`src/rtl/uart_rx_oversampler.sv`:
```
// rtl/uart_rx_oversampler.sv - 8N1 UART receiver driven by a 16x oversampling tick
`timescale 1ns/1ps

module uart_rx_oversampler #(
    parameter int DATA_BITS  = 8,
    parameter int OVERSAMPLE = 16
) (
    input  logic                 clk,
    input  logic                 rst,
    input  logic                 UART_clk,
    input  logic                 rx,
    output logic [DATA_BITS-1:0] rx_data,
    output logic                 rx_valid,
    output logic                 framing_err,
    output logic                 busy
);

    localparam logic [3:0] MID_SAMPLE = 4'(OVERSAMPLE / 2 - 1);
    localparam logic [3:0] END_SAMPLE = 4'(OVERSAMPLE - 1);
    localparam logic [2:0] LAST_BIT   = 3'(DATA_BITS - 1);

    typedef enum logic [1:0] {
        IDLE  = 2'd0,
        START = 2'd1,
        DATA  = 2'd2,
        STOP  = 2'd3
    } state_t;

    logic                 rx_meta;
    logic                 rx_s;
    logic                 uclk_meta;
    logic                 uclk_s;
    logic                 uclk_h;
    logic                 tick;

    state_t               state;
    state_t               state_n;
    logic [3:0]           scnt;
    logic [3:0]           scnt_n;
    logic [2:0]           bit_idx;
    logic [2:0]           bit_idx_n;
    logic [DATA_BITS-1:0] shreg;
    logic [DATA_BITS-1:0] shreg_n;
    logic [DATA_BITS-1:0] rx_data_n;
    logic                 rx_valid_n;
    logic                 framing_err_n;

    // rx idles high, so its synchronizer resets high to avoid a phantom start bit
    always_ff @(posedge clk or posedge rst) begin
        if (rst) begin
            rx_meta   <= 1'b1;
            rx_s      <= 1'b1;
            uclk_meta <= 1'b0;
            uclk_s    <= 1'b0;
            uclk_h    <= 1'b0;
        end else begin
            rx_meta   <= rx;
            rx_s      <= rx_meta;
            uclk_meta <= UART_clk;
            uclk_s    <= uclk_meta;
            uclk_h    <= uclk_s;
        end
    end

    assign tick = uclk_s & ~uclk_h;

    always_ff @(posedge clk or posedge rst) begin
        if (rst) begin
            state       <= IDLE;
            scnt        <= 4'd0;
            bit_idx     <= 3'd0;
            shreg       <= '0;
            rx_data     <= '0;
            rx_valid    <= 1'b0;
            framing_err <= 1'b0;
        end else begin
            state       <= state_n;
            scnt        <= scnt_n;
            bit_idx     <= bit_idx_n;
            shreg       <= shreg_n;
            rx_data     <= rx_data_n;
            rx_valid    <= rx_valid_n;
            framing_err <= framing_err_n;
        end
    end

    always_comb begin
        state_n       = state;
        scnt_n        = scnt;
        bit_idx_n     = bit_idx;
        shreg_n       = shreg;
        rx_data_n     = rx_data;
        rx_valid_n    = 1'b0;
        framing_err_n = 1'b0;

        if (tick) begin
            case (state)
                IDLE: begin
                    if (!rx_s) begin
                        state_n = START;
                        scnt_n  = 4'd0;
                    end
                end
                START: begin
                    if (scnt == MID_SAMPLE) begin
                        if (!rx_s) begin
                            state_n   = DATA;
                            scnt_n    = 4'd0;
                            bit_idx_n = 3'd0;
                        end else begin
                            state_n = IDLE;
                        end
                    end else begin
                        scnt_n = scnt + 4'd1;
                    end
                end
                DATA: begin
                    // Shifting in at the MSB leaves the first (LSB) bit at bit 0
                    if (scnt == END_SAMPLE) begin
                        shreg_n   = {rx_s, shreg[DATA_BITS-1:1]};
                        scnt_n    = 4'd0;
                        bit_idx_n = bit_idx + 3'd1;
                        if (bit_idx == LAST_BIT) begin
                            state_n = STOP;
                        end
                    end else begin
                        scnt_n = scnt + 4'd1;
                    end
                end
                STOP: begin
                    // Leaving at mid-stop lets IDLE catch a start edge that follows immediately
                    if (scnt == END_SAMPLE) begin
                        if (rx_s) begin
                            rx_data_n  = shreg;
                            rx_valid_n = 1'b1;
                        end else begin
                            framing_err_n = 1'b1;
                        end
                        state_n = IDLE;
                        scnt_n  = 4'd0;
                    end else begin
                        scnt_n = scnt + 4'd1;
                    end
                end
                default: begin
                    state_n = IDLE;
                end
            endcase
        end
    end

    assign busy = (state != IDLE);

endmodule

```
`config.mk`:
```
export PLATFORM = sky130hd
export DESIGN_NAME = uart_rx_oversampler
export DESIGN_NICKNAME = d
export VERILOG_FILES = /design/src/rtl/uart_rx_oversampler.sv
export SDC_FILE = /design/constraint.sdc
export NUM_CORES = 1
export LEC_CHECK = 0
export ABC_AREA = 0
export BUFFER_PORTS_ARGS = -buffer_cell sky130_fd_sc_hd__buf_2
export CAP_MARGIN = 20
export CORE_UTILIZATION = 43
export CTS_CLUSTER_DIAMETER = 80
export DETAILED_ROUTE_END_ITERATION = 10
export SLEW_MARGIN = 0
export SYNTH_ARGS = -nofsm -noshare
export SYNTH_HDL_FRONTEND = slang
export SYNTH_SLANG_ARGS = --single-unit
```
`constraint.sdc`:
```
create_clock -name clk -period 5 [get_ports clk]
set_input_delay 0.25 -clock clk [delete_from_list [all_inputs] [get_ports clk]]
set_output_delay 0.25 -clock clk [all_outputs]
set_load 0.05 [all_outputs]
```
==> metrics.md, run 1 <==
| Metric | Value |
|---|---|
| Post-synth EDFFs | 0 |
| CP endpoint kind | flop |
| Drt wl/cell | 13.8 µm |
| Fin nets | 136 |
| Synthesis-to-layout area growth | 13.1% |
| CTS Sinks | 32 |
| CTS max path bufs | 2 |
| Clock Latency Late Sink | 330 ps |
| DPL Wire Length | 1580 µm |
| Placement Cell Area | 0.00153 mm² |
| Distinct cells, synth | 36 |
| Largest net degree at the start of global routing | 33 |
| Post-synth net total | 116 |
| DR pass1 iterations | 5 |
| Vias | 899 |
| Max-cap viol count | 0 |
| Final Cell Area | 0.00162 mm² |
| RSZ-0062 raised after global routing | no |
| Post-synth top flop | dfrtp_1 |
| Vias in the first global route | 868 |
| Reg2reg start | scnt[0] |
| Yosys reg bits | 32 |
| FFs w/ async S/R, synth | 100% |
| Fmax achieved | 523 MHz |
| Cell Area, Synth | 0.00143 mm² |
| Final setup vio count | 0 |
| First-pass GRT wire length | 4070 µm |
| Die height | 59.7 µm |
| Congestion Overflow GR | 0 |
| H-Tree Depth | 2 |
| Number of buffers added on ports | 14 |
| Gpl congestion | 0.753 |
| ANT cells | 0 |
| Synth warn | 0 |
| Fin crit period | 1910 ps |
| Top post-synthesis cells by area | dfrtp_1 52%, mux2_2 14%, dfstp_2 3.7%, ha_1 2.6%, nor2b_1 2.2% |
| Lkg Pwr | 0.808 nW |
| Post-synth top area share | 52.4% |
| Largest delay contributor family on the critical path | simple AND/OR/NAND/NOR gates |
| Die area | 0.00356 mm² |
| Crit path max-delay cell type | dfrtp_1 |
| Crit path max fanout | 9 |
| WS Path Type | flop to flop |
| Inserted Clock Buffers | 5 |
| Hold Path Origin | rx_meta |
| Power Density | 317 mW/mm² |
| CP Launch Type | flop |
| Initial antenna violation count | 0 |
| Hold Path End | rx_s |
| Final hold vios | 0 |
| Max Transition Viols Final | 0 |
| Critical path buffer and inverter count | 0 |
| Rows | 20 |
| Cell taking the most area after synthesis | dfrtp_1 |
| Tcrit/Tclk final | 38.3% |
| Outcome | completed |
| CP Cell Sequence | ha_1 -> and4b_1 -> and2_1 -> mux2_2 |
| Synth Area per Inst | 13.1 µm² |
| Worst rel slew slack | 68.6% |
| Overall power | 0.000513 W |
| WHS | 360 ps |
| All-Layer GR Usage | 16.4% |
| Clock Tree Root | clkbuf_4 |
| Starting Density | 46.1% |
| Clk_skew | 11.8 ps |
| Peak VDD IR | 0.166 mV |
| I/O pin count | 15 |
| Post-synthesis sequential area ratio | 56.1% |
| Syn Inst Count | 109 |
| Setup Fix Bufs, Post-CTS | 0 |
| R2R Setup Slk | 3090 ps |
| Vias/cell | 5.17 |
| Routed Wire Length | 2390 µm |
| Stages on the worst setup path | 4 |
| Setup TNS | 0 ps |
| Die W | 59.7 µm |
| Layout cells sized above 1 | 33.1% |
| Min-Delay Path Class | flop to flop |
| Critical Path AT | 2120 ps |
| Largest stage delay, worst path | 410 ps |
| CTS tree | built |
| Post-DRT Antenna Nets | 0 |
| Hold Path Depth | 0 |
| Starting DRC count in detailed routing | 15 |
| R2R cell count | 4 |
| Worst-path clk slew | 100 ps |
| Required time worst endpoint | 5210 ps |
| Worst setup startpoint | scnt[0] |
| Drc violations | 0 |
| Slew @ Worst Pin | 466 ps |
| Core area | 0.00310 mm² |
| Worst reg2reg path endpoint | shreg[5] |
==> area by class of cell <==
class | instances | area, µm²
clock buffer | 8 | 58.8
sequential | 32 | 803
multi-input combinational | 68 | 579
inverter | 4 | 15.0
tap | 44 | 55.1
timing repair buffer | 18 | 108
fill | 273 | 1480
==> layout by cell type, fill, tap and decap left out, drive strengths merged, types with 3 or more instances in the layout <==
cell,count
buf,15
clkbuf,8
dfrtp,30
dlygate4sd3,3
ha,3
inv,4
mux2,18
nand2,5
nor2b,5
==> cells in the mapped netlist, drive strengths merged, types with 2 or more instances <==
library cell   n
dfstp          2
mux2i          2
ha             3
nor2           2
a22o           2
nor3           2
nor2b          5
buf            5
dfrtp         30
nand2          5
nor4b          2
inv            4
a21oi          2
nand2b         2
nor3b          2
o21ai          2
and3b          2
and4           2
mux2          18
and2           2
==> how the worst max path moves through the flow <==
stage / to / slack, ps
CTS: shreg[3] / 3090
global route: shreg[5] / 2980
finish: shreg[5] / 3090
detailed placement: shreg[3] / 3110
global placement: shreg[1] / 3190
floorplan: rx_data[0] / 3410
==> worst register-to-register path, stage by stage (launching register included) <==
cell,delay (ps)
dfrtp_1,410
ha_1,290
and4b_1,310
and2_1,400
mux2_2,380
==> kinds of logic after synthesis <==
| group | count (synthesis) | share of synthesized area, % |
|---|---|---|
| mux | 20 | 15.6 |
| buf+inv | 9 | 3.41 |
| fa+ha+maj | 3 | 2.62 |
| compound gates | 12 | 6.12 |
| simple gates | 33 | 16.2 |
| flops | 32 | 56.1 |
==> state kept, by name, indices dropped and copies added, names as in the netlist, named ones only <==
| signal | flops |
|---|---|
| framing_err | 1 |
| rx_s | 1 |
| rx_meta | 1 |
| state | 1 |
| scnt | 4 |
| rx_data | 8 |
| bit_idx | 3 |
| shreg | 8 |
| uclk_s | 1 |
| uclk_meta | 1 |
| rx_valid | 1 |
| uclk_h | 1 |
==> per-layer routing <==
layer,global-route usage (%),vias to the layer above,wire length [µm]
li1,-,434,-
met1,21.6,437,1190
met2,23.3,21,1060
met3,6.49,7,97
met4,7.97,0,46
met5,0,-,0
==> report_power, final <==
group | internal (W) | total (W) | leakage (nW) | switching (W)
Combinational | 0.0000315 | 0.0000614 | 0.360 | 0.0000299
Sequential | 0.000273 | 0.000298 | 0.415 | 0.0000248
Clock | 0.0000694 | 0.000154 | 0.0326 | 0.0000844
Total | 0.000374 | 0.000513 | 0.808 | 0.000139
==> through the flow <==
stage	instances	utilization (%)	setup WS, ps
global placement	163	49.3	3190
floorplan	109	-	3410
detailed placement	163	49.3	3110
CTS	173	51.9	3090
global route	174	52.2	2980
finish	174	52.2	3090
==> what timing repair did <==
| item | 4_1_cts | 5_1_grt |
|---|---|---|
| endpoints found under the hold margin | 31 | 1 |
| hold buffers | 2 | 1 |
| gates resized for setup | 0 | 0 |
(Power assumes the default switching activity.)
==> inputs of run 2 (changes only) <==
==> constraint.sdc (replaced) <==
create_clock -name clk -period 1.75 [get_ports clk]
set_input_delay 0.0875 -clock clk [delete_from_list [all_inputs] [get_ports clk]]
set_output_delay 0.0875 -clock clk [all_outputs]
set_load 0.05 [all_outputs]
==> run 2 against run 1 <==
Critical path depth increased by 1. Non-clock buffer count increased by 9. Cell area increased by 6.5%. Power increased to 3.3 times the previous value. Critical path type unchanged. Largest cell class unchanged.
==> metrics.md, run 2 (synthesis results as in run 1) <==
| Metric | Value |
|---|---|
| Outcome | completed (unchanged) |
| Gpl congestion | 0.755 (was 0.753) |
| Routed Wire Length | 2340 µm (was 2390 µm) |
| Setup TNS | 0 ps (unchanged) |
| Setup Fix Bufs, Post-CTS | 0 (unchanged) |
| DR pass1 iterations | 4 (was 5) |
| Inserted Clock Buffers | 5 (unchanged) |
| Vias/cell | 5.13 (was 5.17) |
| Congestion Overflow GR | 0 (unchanged) |
| RSZ-0062 raised after global routing | no (unchanged) |
| Peak VDD IR | 0.605 mV (was 0.166 mV) |
| Post-DRT Antenna Nets | 0 (unchanged) |
| Final core utilization | 55.6% (was 52.2%) |
| Crit path max fanout | 8 (was 9) |
| Fill count | 276 (was 273) |
| Most frequent cells in the layout | 30 x dfrtp_1, 18 x mux2_2, 14 x buf_2 (unchanged) |
| Starting DRC count in detailed routing | 23 (was 15) |
| Slew @ Worst Pin | 490 ps (was 466 ps) |
| Reg area | 803 µm² (unchanged) |
| Lkg Pwr | 0.871 nW (was 0.808 nW) |
| Overall power | 0.00169 W (was 0.000513 W) |
| Required time worst endpoint | 1970 ps (was 5210 ps) |
| Final setup vio count | 0 (unchanged) |
| WS Path Type | flop to flop (unchanged) |
| Max Transition Viols Final | 0 (unchanged) |
| Placement Setup Slack | 36.8 ps (was 3110 ps) |
| Vias | 939 (was 899) |
| Clock Tree Root | clkbuf_4 (unchanged) |
| Initial antenna violation count | 0 (unchanged) |
| Fmax achieved | 615 MHz (was 523 MHz) |
| Commonest non-fill, non-tap cell in the layout | dfrtp_1 (unchanged) |
| CTS tree | built (unchanged) |
| DPL Wire Length | 1640 µm (was 1580 µm) |
| Layout cells sized above 1 | 39.6% (was 33.1%) |
| Max-cap viol count | 0 (unchanged) |
| Largest delay contributor family on the critical path | flip-flops (was simple AND/OR/NAND/NOR gates) |
| Clock Latency Late Sink | 330 ps (about the same) |
| Vias in the first global route | 927 (was 868) |
| Core area | 0.00310 mm² (unchanged) |
| CP endpoint kind | flop (unchanged) |
| CP Cell Sequence | ha_1 -> nand4b_2 -> nor3_4 -> buf_4 -> mux2_2 (was ha_1 -> and4b_1 -> and2_1 -> mux2_2) |
| CTS max path bufs | 2 (unchanged) |
| Die W | 59.7 µm (unchanged) |
| Drc violations | 0 (unchanged) |
| Synthesis-to-layout area growth | 20.5% (was 13.1%) |
| Largest net degree at the start of global routing | 33 (unchanged) |
| Critical Path AT | 1850 ps (was 2120 ps) |
| Die height | 59.7 µm (unchanged) |
| Biggest regs | rx_data (8), shreg (8), scnt (4) (unchanged) |
| Power Density | 983 mW/mm² (was 317 mW/mm²) |
| Fin nets | 145 (was 136) |
| Starting Density | 46.1% (unchanged) |
| CP Launch Type | flop (unchanged) |
| Final Cell Area | 0.00172 mm² (was 0.00162 mm²) |
| CTS Sinks | 32 (unchanged) |
| Crit path max-delay cell type | dfrtp_1 (unchanged) |
| Largest stage delay, worst path | 380 ps (was 410 ps) |
| Rows | 20 (unchanged) |
| Number of buffers added on ports | 14 (unchanged) |
| First-pass GRT wire length | 4060 µm (was 4070 µm) |
| All-Layer GR Usage | 16.4% (about the same) |
| Fin crit period | 1630 ps (was 1910 ps) |
| Final hold vios | 0 (unchanged) |
| Placement Cell Area | 0.00160 mm² (was 0.00153 mm²) |
| Critical path buffer and inverter count | 1 (was 0) |
| Worst-path clk slew | 100 ps (about the same) |
| Final worst slack | 125 ps (was 3090 ps) |
| Tcrit/Tclk final | 92.9% (was 38.3%) |
| Worst rel slew slack | 67.0% (was 68.6%) |
| Min-Delay Path Class | flop to flop (unchanged) |
| Multi-input combinational cell area | 581 µm² (was 579 µm²) |
| ANT cells | 0 (unchanged) |
| H-Tree Depth | 2 (unchanged) |
| Drt wl/cell | 12.8 µm (was 13.8 µm) |
| I/O pin count | 15 (unchanged) |
| Clk_skew | 3.36 ps (was 11.8 ps) |
| Die area | 0.00356 mm² (unchanged) |
## run 2: changes by cell type in the layout (fill, tap and decap cells not counted)
cell and delta:
clkbuf_1 -2, and2_2 +1, bufinv_16 +1, clkbuf_8 +1, and2_1 -1, buf_4 +9
## run 2: through the flow
stage,cells,hold slack (ps)
3_3_place_gp,172,184
6_report,183,361
3_5_place_dp,172,195
5_1_grt,183,365
4_1_cts,183,362
2_1_floorplan,109,92.0
## run 2: worst paths after layout
check | start | endpoint | slack [ps] | depth (start not counted)
worst max-delay path | scnt[1] | rx_data[4] | 120 | 5
worst min register to register | rx_meta | rx_s | 360 | 0
min in group asynchronous | rst | rx_data[4] | 380 | 4
worst max register to register | scnt[1] | rx_data[4] | 120 | 5
worst min-delay path | rx_meta | rx_s | 360 | 0
max in group asynchronous | rst | rx_meta | 1050 | 4
## run 2: worst reg2reg max path, stage by stage (launching register included)
cell,delay (ps)
dfrtp_1,380
ha_1,240
nand4b_2,170
nor3_4,200
buf_4,190
mux2_2,350
## run 2: final cells by class
cell class / count / area share [%]
well taps: 44 / 3.19
repair buffers: 27 / 10.2
clock inverters: 1 / 1.74
clock buffers: 7 / 3.77
multi-input cells: 68 / 33.7
flip-flops and latches: 32 / 46.6
inverters: 4 / 0.871
## run 2: timing repair
| action | 4_1_cts | 5_1_grt |
|---|---|---|
| endpoints found under the hold margin | 32 | 0 |
| endpoints found under the setup margin | 0 | 8 |
| hold buffers | 3 | 0 |
| resized for setup | 0 | 1 |
## run 2: routing by layer
metal / up-vias / wire, µm / global-route usage [%]
li1: 452 / - / -
met1: 461 / 1130 / 20.3
met2: 19 / 1040 / 24.1
met3: 7 / 107 / 5.41
met4: 0 / 63 / 11.0
met5: - / 0 / 0
## run 2: report_power, final
part           internal (W)  switching (W)  total [W]
logic              0.000127       0.000126   0.000253
clock network      0.000379       0.000246   0.000625
registers          0.000782      0.0000344   0.000816
